`src/rtl/jtag_dtm_if.sv`:
```
// DMI trivial-bus bundle between the JTAG DTM (master) and the debug module (slave).
interface jtag_dtm_if;
  logic        dmi_start;
  logic        dmi_finish;
  logic [1:0]  dmi_op;
  logic [6:0]  dmi_address;
  logic [31:0] dmi_data_o;
  logic [31:0] dmi_data_i;

  modport master (
    output dmi_start, dmi_op, dmi_address, dmi_data_o,
    input  dmi_finish, dmi_data_i
  );

  modport slave (
    input  dmi_start, dmi_op, dmi_address, dmi_data_o,
    output dmi_finish, dmi_data_i
  );
endinterface

```
`src/rtl/jtag_dtm.sv`:
```
// RISC-V JTAG Debug Transport Module, single clock domain.
// JTAG pins are oversampled on clk; tck edges become one-cycle events that step
// the TAP controller. IDCODE, DTMCS, DMI and BYPASS data registers are provided,
// and DMI updates launch requests on the DMI trivial bus.
module jtag_dtm #(
  parameter logic [31:0] IDCODE = 32'h1BEE_F001
) (
  input  logic       clk,
  input  logic       rst,
  input  logic       tck,
  input  logic       tms,
  input  logic       tdi,
  output logic       tdo,
  jtag_dtm_if.master bus
);

  // TAP controller states
  localparam logic [3:0] TLR   = 4'd0;
  localparam logic [3:0] RTI   = 4'd1;
  localparam logic [3:0] SELDR = 4'd2;
  localparam logic [3:0] CAPDR = 4'd3;
  localparam logic [3:0] SHDR  = 4'd4;
  localparam logic [3:0] EX1DR = 4'd5;
  localparam logic [3:0] PADR  = 4'd6;
  localparam logic [3:0] EX2DR = 4'd7;
  localparam logic [3:0] UPDR  = 4'd8;
  localparam logic [3:0] SELIR = 4'd9;
  localparam logic [3:0] CAPIR = 4'd10;
  localparam logic [3:0] SHIR  = 4'd11;
  localparam logic [3:0] EX1IR = 4'd12;
  localparam logic [3:0] PAIR  = 4'd13;
  localparam logic [3:0] EX2IR = 4'd14;
  localparam logic [3:0] UPIR  = 4'd15;

  // Request engine states
  localparam logic [1:0] RIDLE  = 2'd0;
  localparam logic [1:0] RSTART = 2'd1;
  localparam logic [1:0] RWAIT  = 2'd2;

  // Data register selection decoded from IR
  localparam logic [1:0] SEL_IDCODE = 2'd0;
  localparam logic [1:0] SEL_DTMCS  = 2'd1;
  localparam logic [1:0] SEL_DMI    = 2'd2;
  localparam logic [1:0] SEL_BYPASS = 2'd3;

  logic        r_tck_s1, r_tck_s2, r_tck_s3;
  logic        r_tms_s1, r_tms_s2;
  logic        r_tdi_s1, r_tdi_s2;
  logic        r_rise, r_fall;
  logic        r_tms_e, r_tdi_e;

  logic [3:0]  r_tap;
  logic [3:0]  w_tap_next;
  logic [4:0]  r_ir;
  logic [4:0]  r_ir_sh;
  logic [40:0] r_dr;
  logic [1:0]  w_sel;

  logic        r_sticky;
  logic        r_discard;
  logic [1:0]  r_eng;
  logic [31:0] r_result;
  logic [6:0]  r_addr;
  logic [31:0] r_wdata;
  logic [1:0]  r_op;
  logic        r_tdo;

  logic [31:0] w_dtmcs;
  logic [1:0]  w_dmi_stat;
  logic        w_cap_dmi;
  logic        w_upd_dmi;
  logic        w_upd_dtmcs;
  logic        w_enter_tlr;
  logic        w_finish;
  logic        w_busy;
  logic        w_op_valid;
  logic        w_accept;

  // Two-flop synchronizers plus a third tck flop; edges are registered as one-cycle events
  always_ff @(posedge clk or posedge rst) begin
    if (rst) begin
      r_tck_s1 <= 1'b0;
      r_tck_s2 <= 1'b0;
      r_tck_s3 <= 1'b0;
      r_tms_s1 <= 1'b0;
      r_tms_s2 <= 1'b0;
      r_tdi_s1 <= 1'b0;
      r_tdi_s2 <= 1'b0;
      r_rise   <= 1'b0;
      r_fall   <= 1'b0;
      r_tms_e  <= 1'b0;
      r_tdi_e  <= 1'b0;
    end else begin
      r_tck_s1 <= tck;
      r_tck_s2 <= r_tck_s1;
      r_tck_s3 <= r_tck_s2;
      r_tms_s1 <= tms;
      r_tms_s2 <= r_tms_s1;
      r_tdi_s1 <= tdi;
      r_tdi_s2 <= r_tdi_s1;
      r_rise   <= r_tck_s2 & ~r_tck_s3;
      r_fall   <= ~r_tck_s2 & r_tck_s3;
      r_tms_e  <= r_tms_s2;
      r_tdi_e  <= r_tdi_s2;
    end
  end

  // IEEE 1149.1 TAP next-state function driven by the sampled tms
  always_comb begin
    w_tap_next = r_tap;
    case (r_tap)
      TLR:     w_tap_next = r_tms_e ? TLR   : RTI;
      RTI:     w_tap_next = r_tms_e ? SELDR : RTI;
      SELDR:   w_tap_next = r_tms_e ? SELIR : CAPDR;
      CAPDR:   w_tap_next = r_tms_e ? EX1DR : SHDR;
      SHDR:    w_tap_next = r_tms_e ? EX1DR : SHDR;
      EX1DR:   w_tap_next = r_tms_e ? UPDR  : PADR;
      PADR:    w_tap_next = r_tms_e ? EX2DR : PADR;
      EX2DR:   w_tap_next = r_tms_e ? UPDR  : SHDR;
      UPDR:    w_tap_next = r_tms_e ? SELDR : RTI;
      SELIR:   w_tap_next = r_tms_e ? TLR   : CAPIR;
      CAPIR:   w_tap_next = r_tms_e ? EX1IR : SHIR;
      SHIR:    w_tap_next = r_tms_e ? EX1IR : SHIR;
      EX1IR:   w_tap_next = r_tms_e ? UPIR  : PAIR;
      PAIR:    w_tap_next = r_tms_e ? EX2IR : PAIR;
      EX2IR:   w_tap_next = r_tms_e ? UPIR  : SHIR;
      UPIR:    w_tap_next = r_tms_e ? SELDR : RTI;
      default: w_tap_next = TLR;
    endcase
  end

  // Unknown IR codes fall back to BYPASS
  always_comb begin
    case (r_ir)
      5'h01:   w_sel = SEL_IDCODE;
      5'h10:   w_sel = SEL_DTMCS;
      5'h11:   w_sel = SEL_DMI;
      default: w_sel = SEL_BYPASS;
    endcase
  end

  assign w_dtmcs     = {17'b0, 3'd1, {2{r_sticky}}, 6'd7, 4'd1};
  assign w_dmi_stat  = ((r_eng != RIDLE) || r_sticky) ? 2'd3 : 2'd0;
  assign w_cap_dmi   = r_rise && (r_tap == CAPDR) && (w_sel == SEL_DMI);
  assign w_upd_dmi   = r_rise && (r_tap == UPDR) && (w_sel == SEL_DMI);
  assign w_upd_dtmcs = r_rise && (r_tap == UPDR) && (w_sel == SEL_DTMCS);
  assign w_enter_tlr = r_rise && (w_tap_next == TLR);
  assign w_finish    = (r_eng == RWAIT) && bus.dmi_finish;
  // A finish in this very cycle frees the engine for a same-cycle update
  assign w_busy      = (r_eng == RSTART) || ((r_eng == RWAIT) && !bus.dmi_finish);
  assign w_op_valid  = (r_dr[1:0] == 2'd1) || (r_dr[1:0] == 2'd2);
  assign w_accept    = w_upd_dmi && w_op_valid && !w_busy && !r_sticky;

  // TAP state advances once per tck rise event
  always_ff @(posedge clk or posedge rst) begin
    if (rst) begin
      r_tap <= TLR;
    end else if (r_rise) begin
      r_tap <= w_tap_next;
    end
  end

  // Instruction register: forced to IDCODE on entering TLR, loaded on leaving Update-IR
  always_ff @(posedge clk or posedge rst) begin
    if (rst) begin
      r_ir <= 5'h01;
    end else if (r_rise) begin
      if (w_tap_next == TLR) begin
        r_ir <= 5'h01;
      end else if (r_tap == UPIR) begin
        r_ir <= r_ir_sh;
      end
    end
  end

  // IR shift path, LSB first
  always_ff @(posedge clk) begin
    if (r_rise) begin
      if (r_tap == CAPIR) begin
        r_ir_sh <= 5'b00001;
      end else if (r_tap == SHIR) begin
        r_ir_sh <= {r_tdi_e, r_ir_sh[4:1]};
      end
    end
  end

  // Shared DR shift path; tdi enters at the MSB of the selected register's length
  always_ff @(posedge clk) begin
    if (r_rise) begin
      if (r_tap == CAPDR) begin
        case (w_sel)
          SEL_IDCODE: r_dr <= {9'b0, IDCODE};
          SEL_DTMCS:  r_dr <= {9'b0, w_dtmcs};
          SEL_DMI:    r_dr <= {r_addr, r_result, w_dmi_stat};
          default:    r_dr <= 41'b0;
        endcase
      end else if (r_tap == SHDR) begin
        case (w_sel)
          SEL_IDCODE,
          SEL_DTMCS:  r_dr[31:0] <= {r_tdi_e, r_dr[31:1]};
          SEL_DMI:    r_dr       <= {r_tdi_e, r_dr[40:1]};
          default:    r_dr[0]    <= r_tdi_e;
        endcase
      end
    end
  end

  // Request engine, sticky error and stored result
  always_ff @(posedge clk or posedge rst) begin
    if (rst) begin
      r_eng     <= RIDLE;
      r_sticky  <= 1'b0;
      r_discard <= 1'b0;
      r_result  <= 32'b0;
      r_addr    <= 7'b0;
      r_wdata   <= 32'b0;
      r_op      <= 2'b0;
    end else begin
      case (r_eng)
        RSTART:  r_eng <= RWAIT;
        RWAIT:   if (bus.dmi_finish) r_eng <= RIDLE;
        default: r_eng <= r_eng;
      endcase

      if (w_finish) begin
        if ((r_op == 2'd1) && !r_discard) r_result <= bus.dmi_data_i;
        r_discard <= 1'b0;
      end

      if (w_cap_dmi && (r_eng != RIDLE)) r_sticky <= 1'b1;
      if (w_upd_dmi && w_op_valid && w_busy) r_sticky <= 1'b1;

      if (w_accept) begin
        r_eng   <= RSTART;
        r_addr  <= r_dr[40:34];
        r_wdata <= r_dr[33:2];
        r_op    <= r_dr[1:0];
      end

      if (w_upd_dtmcs && (r_dr[16] || r_dr[17])) r_sticky <= 1'b0;
      if (w_upd_dtmcs && r_dr[17]) begin
        r_result <= 32'b0;
        if (w_busy) r_discard <= 1'b1;
      end

      if (w_enter_tlr) r_sticky <= 1'b0;
    end
  end

  // tdo changes only on tck fall events, and only shift states drive data
  always_ff @(posedge clk or posedge rst) begin
    if (rst) begin
      r_tdo <= 1'b0;
    end else if (r_fall) begin
      if (r_tap == SHIR) begin
        r_tdo <= r_ir_sh[0];
      end else if (r_tap == SHDR) begin
        r_tdo <= r_dr[0];
      end else begin
        r_tdo <= 1'b0;
      end
    end
  end

  assign tdo             = r_tdo;
  assign bus.dmi_start   = (r_eng == RSTART);
  assign bus.dmi_op      = r_op;
  assign bus.dmi_address = r_addr;
  assign bus.dmi_data_o  = r_wdata;

endmodule

```
`src/flat_wrapper.sv`:
```
// flat-port wrapper written by rule: the top's interface ports become plain ports
module jtag_dtm_flat 
#(
  parameter logic [31:0] IDCODE = 32'h1BEE_F001
)
  (clk, rst, tck, tms, tdi, tdo, bus_dmi_start, bus_dmi_op, bus_dmi_address, bus_dmi_data_o, bus_dmi_finish, bus_dmi_data_i);
  jtag_dtm_if bus_i ();
  input  logic clk;
  input  logic rst;
  input  logic tck;
  input  logic tms;
  input  logic tdi;
  output logic tdo;
  output wire logic [$bits(bus_i.dmi_start)-1:0] bus_dmi_start;
  output wire logic [$bits(bus_i.dmi_op)-1:0] bus_dmi_op;
  output wire logic [$bits(bus_i.dmi_address)-1:0] bus_dmi_address;
  output wire logic [$bits(bus_i.dmi_data_o)-1:0] bus_dmi_data_o;
  input wire logic [$bits(bus_i.dmi_finish)-1:0] bus_dmi_finish;
  input wire logic [$bits(bus_i.dmi_data_i)-1:0] bus_dmi_data_i;
  assign bus_dmi_start = bus_i.dmi_start;
  assign bus_dmi_op = bus_i.dmi_op;
  assign bus_dmi_address = bus_i.dmi_address;
  assign bus_dmi_data_o = bus_i.dmi_data_o;
  assign bus_i.dmi_finish = bus_dmi_finish;
  assign bus_i.dmi_data_i = bus_dmi_data_i;
  jtag_dtm #(.IDCODE(IDCODE)) u_core (.clk(clk), .rst(rst), .tck(tck), .tms(tms), .tdi(tdi), .tdo(tdo), .bus(bus_i));
endmodule
```
`config.mk`:
```
export PLATFORM = sky130hd
export DESIGN_NAME = jtag_dtm_flat
export DESIGN_NICKNAME = d
export VERILOG_FILES = /design/src/rtl/jtag_dtm_if.sv /design/src/rtl/jtag_dtm.sv /design/src/flat_wrapper.sv
export SDC_FILE = /design/constraint.sdc
export NUM_CORES = 1
export LEC_CHECK = 0
export ABC_AREA = 1
export CAP_MARGIN = 0
export CORE_MARGIN = 2
export CORE_UTILIZATION = 45
export CTS_CLUSTER_SIZE = 25
export DETAILED_ROUTE_END_ITERATION = 7
export PLACE_DENSITY = 0.78
export SYNTH_ARGS = -nofsm -noshare
export SYNTH_HDL_FRONTEND = slang
export SYNTH_SLANG_ARGS = --single-unit
```
`constraint.sdc`:
```
create_clock -name clk -period 3.72 [get_ports clk]
set_clock_uncertainty 0.15 [all_clocks]
set_input_delay 0.744 -clock clk [delete_from_list [all_inputs] [get_ports clk]]
set_output_delay 0.744 -clock clk [all_outputs]
set_load 0.05 [all_outputs]
```
# Word-level counts from Yosys, hierarchy flattened
# Cells that the tools add are included.
# Widths: inputs -> output; s select.
word_totals:
  reg_bits: 144
  latchBits: 0
  mem_bits_rw: 0
  mem_bits_ro: 0
  inputBits: 38
  output_inout_bits: 43
  elab_cells: 143
  n_memories: 0
classes:
  addsub: 0
  n_mul: 0
  div_mod_pow: 0
  order_cmp: 0
  n_eq_ne: 26
  shifts: 0
  muxes: 39
  n_bitwise: 4
  reduce_logical: 49
op_table:
  columns: ["cell", "count"]
  rows:
  - ["$pmux 41 s3", 1]
  - ["$mux 32", 3]
  - ["$mux 41", 2]
  - ["$pmux 31 s2", 1]
  - ["$pmux 4 s12", 1]
  - ["$eq 4x4->1 const B", 8]
  - ["$eq 4x3->1 const B", 4]
  - ["$logic_and 1x1->1", 16]
  - ["$mux 4", 4]
  - ["$mux 5", 3]
  - ["$reduce_bool 2->1", 7]
  - ["$mux 1", 13]
  - ["$mux 2", 6]
  - ["$eq 5x5->1 const B", 2]
  - ["$reduce_and 2->1", 5]
  - ["$mux 9", 1]
  - ["$eq 2x1->1 const B", 4]
  - ["$eq 4x2->1 const B", 2]
  - ["$logic_not 4->1", 2]
  - ["$eq 2x2->1 const B", 3]
  - ["$mux 3", 2]
  - ["$pmux 2 s3", 1]
  - ["$reduce_and 3->1", 2]
  - ["$reduce_bool 3->1", 2]
  - ["12 further kinds", 23]

# Logic depth before layout (Yosys ltp)
# Gate-level depths: netlist of run 1.
logic_depth:
  depth_word: 9
  depth_mapped: 10
  mapped_depth_nobuf: 10

# Worst setup path before layout of run 1
# Ideal clock, no wire load.
synth_path:
  path_type: "flip-flop to flip-flop"
  from: "register u_core.r_tap[2]"
  to: "register u_core.r_dr[10], enable pin"
  setup_time_ns: 0.430
  arrival_ns: 2.768
  required_ns: 3.140
  path_slack_ns: 0.372
  path_stages_with_launch: 8
  n_path_buf: 0
  synth_period_minus_slack_ns: 3.348
  path_cell_list: "dfrtp_1 nor2_1 nand2_2 inv_1 a21oi_1 nor2_1 inv_1 a21oi_1"
synth_via:
  elab_chain_len: 3
  elab_cells_between_ends: 5
  classes_between: "eq/ne (2); reduce/logical (3)"
synth_lines:
  columns: ["item", "line", "rtl"]
  rows:
  - ["start: declaration", "jtag_dtm.sv:52", "logic [3:0] r_tap;"]
  - ["start signal: assignment", "jtag_dtm.sv:159", "r_tap <= w_tap_next;"]
  - ["$eq 4x2->1 / $eq 4x3->1 (equally long branches)", "jtag_dtm.sv:190, jtag_dtm.sv:197", null]
  - ["$reduce_bool 3->1 (no line) / $reduce_bool 2->1 (equally long branches)", null, null]
  - ["$reduce_and 3->1 (no line) *", null, null]
  - ["end signal: assignment", "jtag_dtm.sv:192", "SEL_IDCODE: r_dr <= {9'b0, IDCODE};"]
  - ["end signal: assignment", "jtag_dtm.sv:193", "SEL_DTMCS: r_dr <= {9'b0, w_dtmcs};"]
  - ["end signal: assignment", "jtag_dtm.sv:194", "SEL_DMI: r_dr <= {r_addr, r_result, w_dmi_stat};"]
  - ["end: declaration", "jtag_dtm.sv:56", "logic [40:0] r_dr;"]
# Every way passes the cells marked *; elsewhere a longest branch is shown, timed or not.
# A chain may end at the register's enable or synchronous reset.

# Worst setup path in the final report of run 1
layout_path:
  from: "register u_core.r_eng[1]"
  to: "output port bus_dmi_start"
layout_via:
  elab_chain_len: 1
layout_lines:
  columns: ["item", "line", "rtl"]
  rows:
  - ["start: declaration", "jtag_dtm.sv:61", "logic [1:0] r_eng;"]
  - ["start signal: assignment", "jtag_dtm.sv:222", "default: r_eng <= r_eng;"]
  - ["$eq 2x1->1", "jtag_dtm.sv:266", "assign bus.dmi_start = (r_eng == RSTART);"]
  - ["end: declaration", "flat_wrapper.sv:14", "output wire logic [$bits(bus_i.dmi_start)-1:0] bus_dmi_start;"]
# No other way between the ends.

==> results of run 1 <==
==> per-layer routing <==
metal / part of all wire [%] / GRT usage, % / vias up
li1: - / - / 2282
met1: 45 / 24.9 / 2199
met2: 49 / 32.2 / 129
met3: 4.1 / 3.90 / 15
met4: 1.6 / 7.69 / 0
met5: 0 / 0 / -
==> stage by stage <==
stage	util, %	instance area [um2]	std cells	hold slack (ps)
after floorplan	-	6190	652	181
after global placement	53.6	7160	891	182
after detailed placement	53.6	7160	891	185
after CTS	58.3	7780	923	198
after global routing	58.3	7780	923	198
final	58.3	7780	923	196
==> Yosys cell counts, drive strengths merged <==
cell type	n	share of area, %
edfxtp	46	22
inv	139	8.4
or2	1	0.10
nand2	97	6.0
nor2	62	4.0
o211ai	3	0.36
or3b	1	0.14
nand3	20	1.7
nand4	2	0.20
a31oi	33	3.3
o211a	1	0.16
o22ai	13	1.3
nor3	1	0.081
ha	3	0.61
dfstp	1	0.42
o21ai	88	7.3
o221ai	5	0.71
o31ai	1	0.12
a21oi	11	0.95
dfrtp	97	39
mux2	1	0.18
buf	15	1.7
clkbuf	11	0.67
==> flip-flops by register name, summed over array words and instances, names as in the netlist, 2 cells and up <==
register,cells
u_core.bus.dmi_data_o,32
u_core.r_ir,5
u_core.r_eng,2
u_core.r_dr,41
u_core.bus.dmi_address,7
u_core.bus.dmi_op,2
u_core.r_result,32
u_core.r_ir_sh,5
u_core.r_tap,4
==> cell usage in the layout, fill, tap and decap left out, types with 2 or more instances in the layout <==
cell	Yosys	final
o22ai_1	13	13
ha_1	3	3
clkinv_2	0	3
nand3_1	19	19
dfrtp_1	97	97
clkinv_4	0	2
inv_2	2	2
nand2_1	95	95
clkbuf_16	0	17
inv_1	137	136
a21oi_1	10	9
o221ai_1	5	5
inv_6	0	3
nand4_1	2	2
clkdlybuf4s50_1	0	80
nand2_2	2	2
buf_4	3	8
nor2_1	58	58
o21ai_1	5	5
o211ai_1	3	3
o21ai_0	82	82
a31oi_1	33	33
bufinv_16	0	4
edfxtp_1	46	46
nor2_2	3	3
==> final cells by class <==
class,instances,area (um2)
Timing Repair Buffer,89,881
Tap cell,176,220
Sequential cell,144,3830
Clock inverter,13,183
Multi-Input combinational cell,343,1700
Clock buffer,19,443
Inverter,139,524
Fill cell,1151,5570
==> cell families (layout without fill, tap and decap cells) <==
family,after synthesis,after routing
and+or+nand+nor,184,184
muxes,1,1
adders and majority gates,3,3
DFF,144,144
buffers and inverters,165,260
AOI/OAI and AO/OA,155,155
==> worst register-to-register path, stage by stage, from the launching register on <==
cell     delay [ps]
dfrtp_1         470
nor2_1          330
nand2_2         230
inv_1           130
a21oi_1          50
nor2_1          160
inv_1           110
a21oi_1         730
==> where the power goes <==
group | switching (mW) | leakage (nW) | total (mW) | internal, mW
Clock | 0.649 | 0.310 | 1.79 | 1.14
Sequential | 0.0681 | 1.75 | 1.84 | 1.77
Combinational | 0.423 | 1.60 | 0.640 | 0.218
==> worst max-delay path by stage <==
stage	cells past startpoint	startpoint	end
2_1_floorplan	1	rst	u_core.bus.dmi_address[0]
3_3_place_gp	7	bus_dmi_finish	u_core.r_result[19]
3_5_place_dp	7	bus_dmi_finish	u_core.r_result[18]
4_1_cts	3	u_core.r_eng[1]	bus_dmi_start
5_1_grt	7	u_core.r_tap[3]	u_core.r_dr[40]
6_report	3	u_core.r_eng[1]	bus_dmi_start
==> flow_summary.toml, run 1 <==
[status]
status = "complete, no violations"

[worst_setup_path]
path_class = "reg -> out"
required_ps = 2830
r2r_start = "u_core.r_tap[3]"
rrSetupSlack_ps = 990
cp-end-kind = "output pin"
critPathLaunchType = "flip-flop"
r2r_end = "u_core.r_dr[36]"
path_buf_inv = 2
ff2ff_path_depth = 7
cp_max_fo = 3
path_delay_family = "buffers and inverters"
slowest_stage = "clkdlybuf4s50_1"
cpPeakStageDelay_ps = 810
critPathArrivalTime_ps = 1860
path_cells = "inv_1 > ha_1 > clkdlybuf4s50_1"

[cts]
cts_tree = "done"
cts_setup_buffers = 0
cts.sinks = 144
cts_buffers = 17
clockRootBuffer = "clkbuf_16"
cts_max_level = 4
clockBufferDepth = 2
clk_latency_ps = 420
cts_resized = 0
path_clk_slew_ps = 60
cts_hold_buf = 0

[sta]
fin_tns_setup_ps = 0
setup_viol = 0
finalHoldViolations = 0
slew_violations = 0
layout_worst_path_cycle_share_pct = 74.2
rsz0062_at_grt = "false"
max_freq_mhz = 362
setup_slack_ps = 961
maxSlewHeadroom_pct = 37.9
fin_crit_ps = 2760
worst_slew_pin_slew_ps = 932

[placed_design]
hpwl_mm = 9.07
portBuffers = 80
gp_congestion = 0.866
pre_cts_ws_ps = 866

[synthesis]
synthSimpleGateAreaFrac_pct = 12.2
ys_warn_count = 0
syn_area_um2 = 6190
synth-seq-area-share_pct = 61.9
syn_nets = 693
synth_area_per_cell_um2 = 9.50
synthAdderAreaFrac_pct = 0.606
synth_xor_xnor_area_share_pct = 0
synth_cell_types = 33
syn-instance-count = 652
muxShareOfSynthArea_pct = 0.182
synth_top_family_by_area = "compound AO/OA/AOI/OAI gates"
ys_ff_latch = 144
synth_compound_area_share_pct = 14.2

[job]
maxCapViolations = 0

[detailed_routing]
wl_mm = 13.4
drt_iter0_markers = 487
drt.antenna.violating_nets = 0
wl_per_cell_um = 14.5
drc = 0
via_per_inst = 5.01
drt_pass1_iterations = 5
num_vias = 4625

[global_route]
antenna_found_initial = 0
grt_max_degree = 54
grt_use_total_pct = 19.4
grt_first_pass_wirelength_mm = 21.7
grt_overflow = 0
grt_pass1_vias = 4471

[pwr]
p_leak_nw = 3.66
power_mw = 4.27
ir_worst_vdd_v = 0.000314
power.density_nw_per_um2 = 549

[floorplanning]
die_y_um = 121
rows = 42
die_area_um2 = 14700
die_w_um = 121
core_um2 = 13300
io_pins = 81
initial_utilization_pct = 46.4

[finish]
drive_gt1_share_pct = 7.50
area_growth_pct = 25.7
fin_nets = 775
antenna_cells = 0

[min_path]
holdPathStages = 0
hold_end = "u_core.r_tck_s2"
min_from = "u_core.r_tck_s1"
hold_path_class = "reg -> reg"
Note: power is estimated with default switching activity, not from simulation.
==> inputs of run 2 (changes only) <==
Settings changed: PLACE_DENSITY 0.78 to 0.81.
Clock period 3.72 ns to 2.3 ns, I/O delays scaled along.
==> run 2 against run 1 <==
  * Non-clock buffer count grew 4
  * First-iteration DRC count shrank 30%
  * Critical path depth shrank 2
  * Setup slack lost 910 ps
  * Combinational power grew 64%
  * Flip-flop and latch count is the same
  * Register-to-register slack lost 770 ps
  * Sequential share of layout area shrank 0.26 points
  * Via count shrank 0.11%
  * Clock power grew 50%
  * Worst hold slack is essentially flat
  * Final area grew 0.53%
==> flow_summary.toml, run 2 (synthesized netlist as in run 1, its figures left out) <==
[status]
status = "complete, no violations"

[finish]
fillerInstances = 1121
fin_util_pct = 58.6
fin_nets = 779
antenna_cells = 0
finish.instance_area_um2 = 7820
area_growth_pct = 26.4
regMostFlops = "u_core.r_dr"
ff_latch_area_um2 = 3830
multi_input_area_um2 = 1700
final_cell_mix = "inv_1 (136), dfrtp_1 (97), nand2_1 (95), o21ai_0 (82), clkdlybuf4s50_1 (77)"
final_common_cell = "inv_1"
largest_register_ffs = 41
drive_gt1_share_pct = 8.26

[cts]
clockRootBuffer = "clkbuf_16"
clk_latency_ps = 420
path_clk_slew_ps = 60
cts.sinks = 144
cts_buffers = 17
cts_tree = "done"
cts_setup_buffers = 0
cts_hold_buf = 0
cts_max_level = 4
clockBufferDepth = 2

[sta]
fin_crit_ps = 2250
max_freq_mhz = 445
whs_ps = 196
finalHoldViolations = 0
maxSlewHeadroom_pct = 66.2
setup_viol = 0
fin_tns_setup_ps = 0
layout_worst_path_cycle_share_pct = 97.8
worst_slew_pin_slew_ps = 506
setup_slack_ps = 50.4
rsz0062_at_grt = "false"
slew_violations = 0

[pwr]
ir_worst_vdd_v = 0.000502
p_leak_nw = 3.71
power.density_nw_per_um2 = 858

[worst_setup_path]
r2r_start = "u_core.r_tap[1]"
cp-end-kind = "output pin"
path_class = "reg -> out"
required_ps = 1690
ff2ff_path_depth = 9
slowest_stage = "clkdlybuf4s50_1"
critPathLaunchType = "flip-flop"
r2r_end = "u_core.r_result[14]"
path_delay_family = "buffers and inverters"
path_buf_inv = 1
cp_max_fo = 2
path_cells = "clkdlybuf4s50_1"
critPathArrivalTime_ps = 1640
rrSetupSlack_ps = 220
cpPeakStageDelay_ps = 820

[floorplanning]
die_w_um = 121
initial_utilization_pct = 46.4
core_um2 = 13300
io_pins = 81
die_area_um2 = 14700
die_y_um = 121
rows = 42

[detailed_routing]
num_vias = 4620
drc = 0
drt.antenna.violating_nets = 0
wl_mm = 13.1
drt_iter0_markers = 342
wl_per_cell_um = 14.1
drt_pass1_iterations = 5
via_per_inst = 4.98

[job]
maxCapViolations = 0

[global_route]
grt_first_pass_wirelength_mm = 21.9
grt_use_total_pct = 19.3
grt_pass1_vias = 4561
grt_max_degree = 83
grt_overflow = 0
antenna_found_initial = 0

[placed_design]
place_area_um2 = 7240
pre_cts_ws_ps = 89.1
portBuffers = 80
gp_congestion = 0.887
hpwl_mm = 8.71

[min_path]
hold_end = "u_core.r_tck_s2"
holdPathStages = 0
min_from = "u_core.r_tck_s1"
hold_path_class = "reg -> reg"
[run 2: cell count changes in the layout (fill, tap and decap cells not counted), moves of 2 or more]
cell and change:
buf_12 +4, bufinv_16 -2, clkdlybuf4s50_1 -3, clkinvlp_4 +3, dlymetal6s2s_1 +2
[run 2: how the worst max path moves through the flow]
stage | slack [ps] | to | start | depth (start not counted)
2_1_floorplan | 6 | u_core.r_dr[10] | u_core.r_tap[3] | 7
6_report | 50 | bus_dmi_data_o[1] | u_core.bus.dmi_data_o[1] | 1
3_5_place_dp | 90 | u_core.bus.dmi_data_o[9] | bus_dmi_finish | 6
4_1_cts | 8 | bus_dmi_op[0] | u_core.bus.dmi_op[0] | 1
3_3_place_gp | 200 | u_core.bus.dmi_data_o[11] | bus_dmi_finish | 7
5_1_grt | 20 | bus_dmi_data_o[3] | u_core.bus.dmi_data_o[3] | 1
[run 2: metrics by stage]
step / power, mW / std cells
after CTS: 6.75 / 927
after floorplan: 3.72 / 652
after global placement: 4.04 / 895
after detailed placement: 4.06 / 895
after global routing: 7.03 / 927
final: 6.71 / 927
[run 2: per-layer routing]
metal | up-vias | part of all wire [%] | GRT usage, %
li1 | 2293 | - | -
met1 | 2167 | 44 | 24.9
met3 | 17 | 5.0 | 4.28
met5 | - | 0 | 0
met4 | 0 | 1.7 | 8.26
met2 | 143 | 49 | 31.7
[run 2: power by group]
group | leakage (nW) | switching [mW] | internal (mW) | total [mW]
clock network | 0.281 | 1.06 | 1.63 | 2.69
registers | 1.75 | 0.112 | 2.86 | 2.97
logic | 1.67 | 0.671 | 0.380 | 1.05
total | 3.71 | 1.84 | 4.87 | 6.71
[run 2: timing repair]
item | CTS | global route
endpoints found under the setup margin | 0 | 2
resized for setup | 0 | 2
endpoints found under the hold margin | 0 | 0
[run 2: final cells by class]
type	instances	area share (%)
Inverter	139	6.72
Timing Repair Buffer	93	12.3
Tap cell	176	2.81
Clock inverter	12	1.71
Clock buffer	20	5.71
Multi-Input combinational cell	343	21.7
Sequential cell	144	49.0
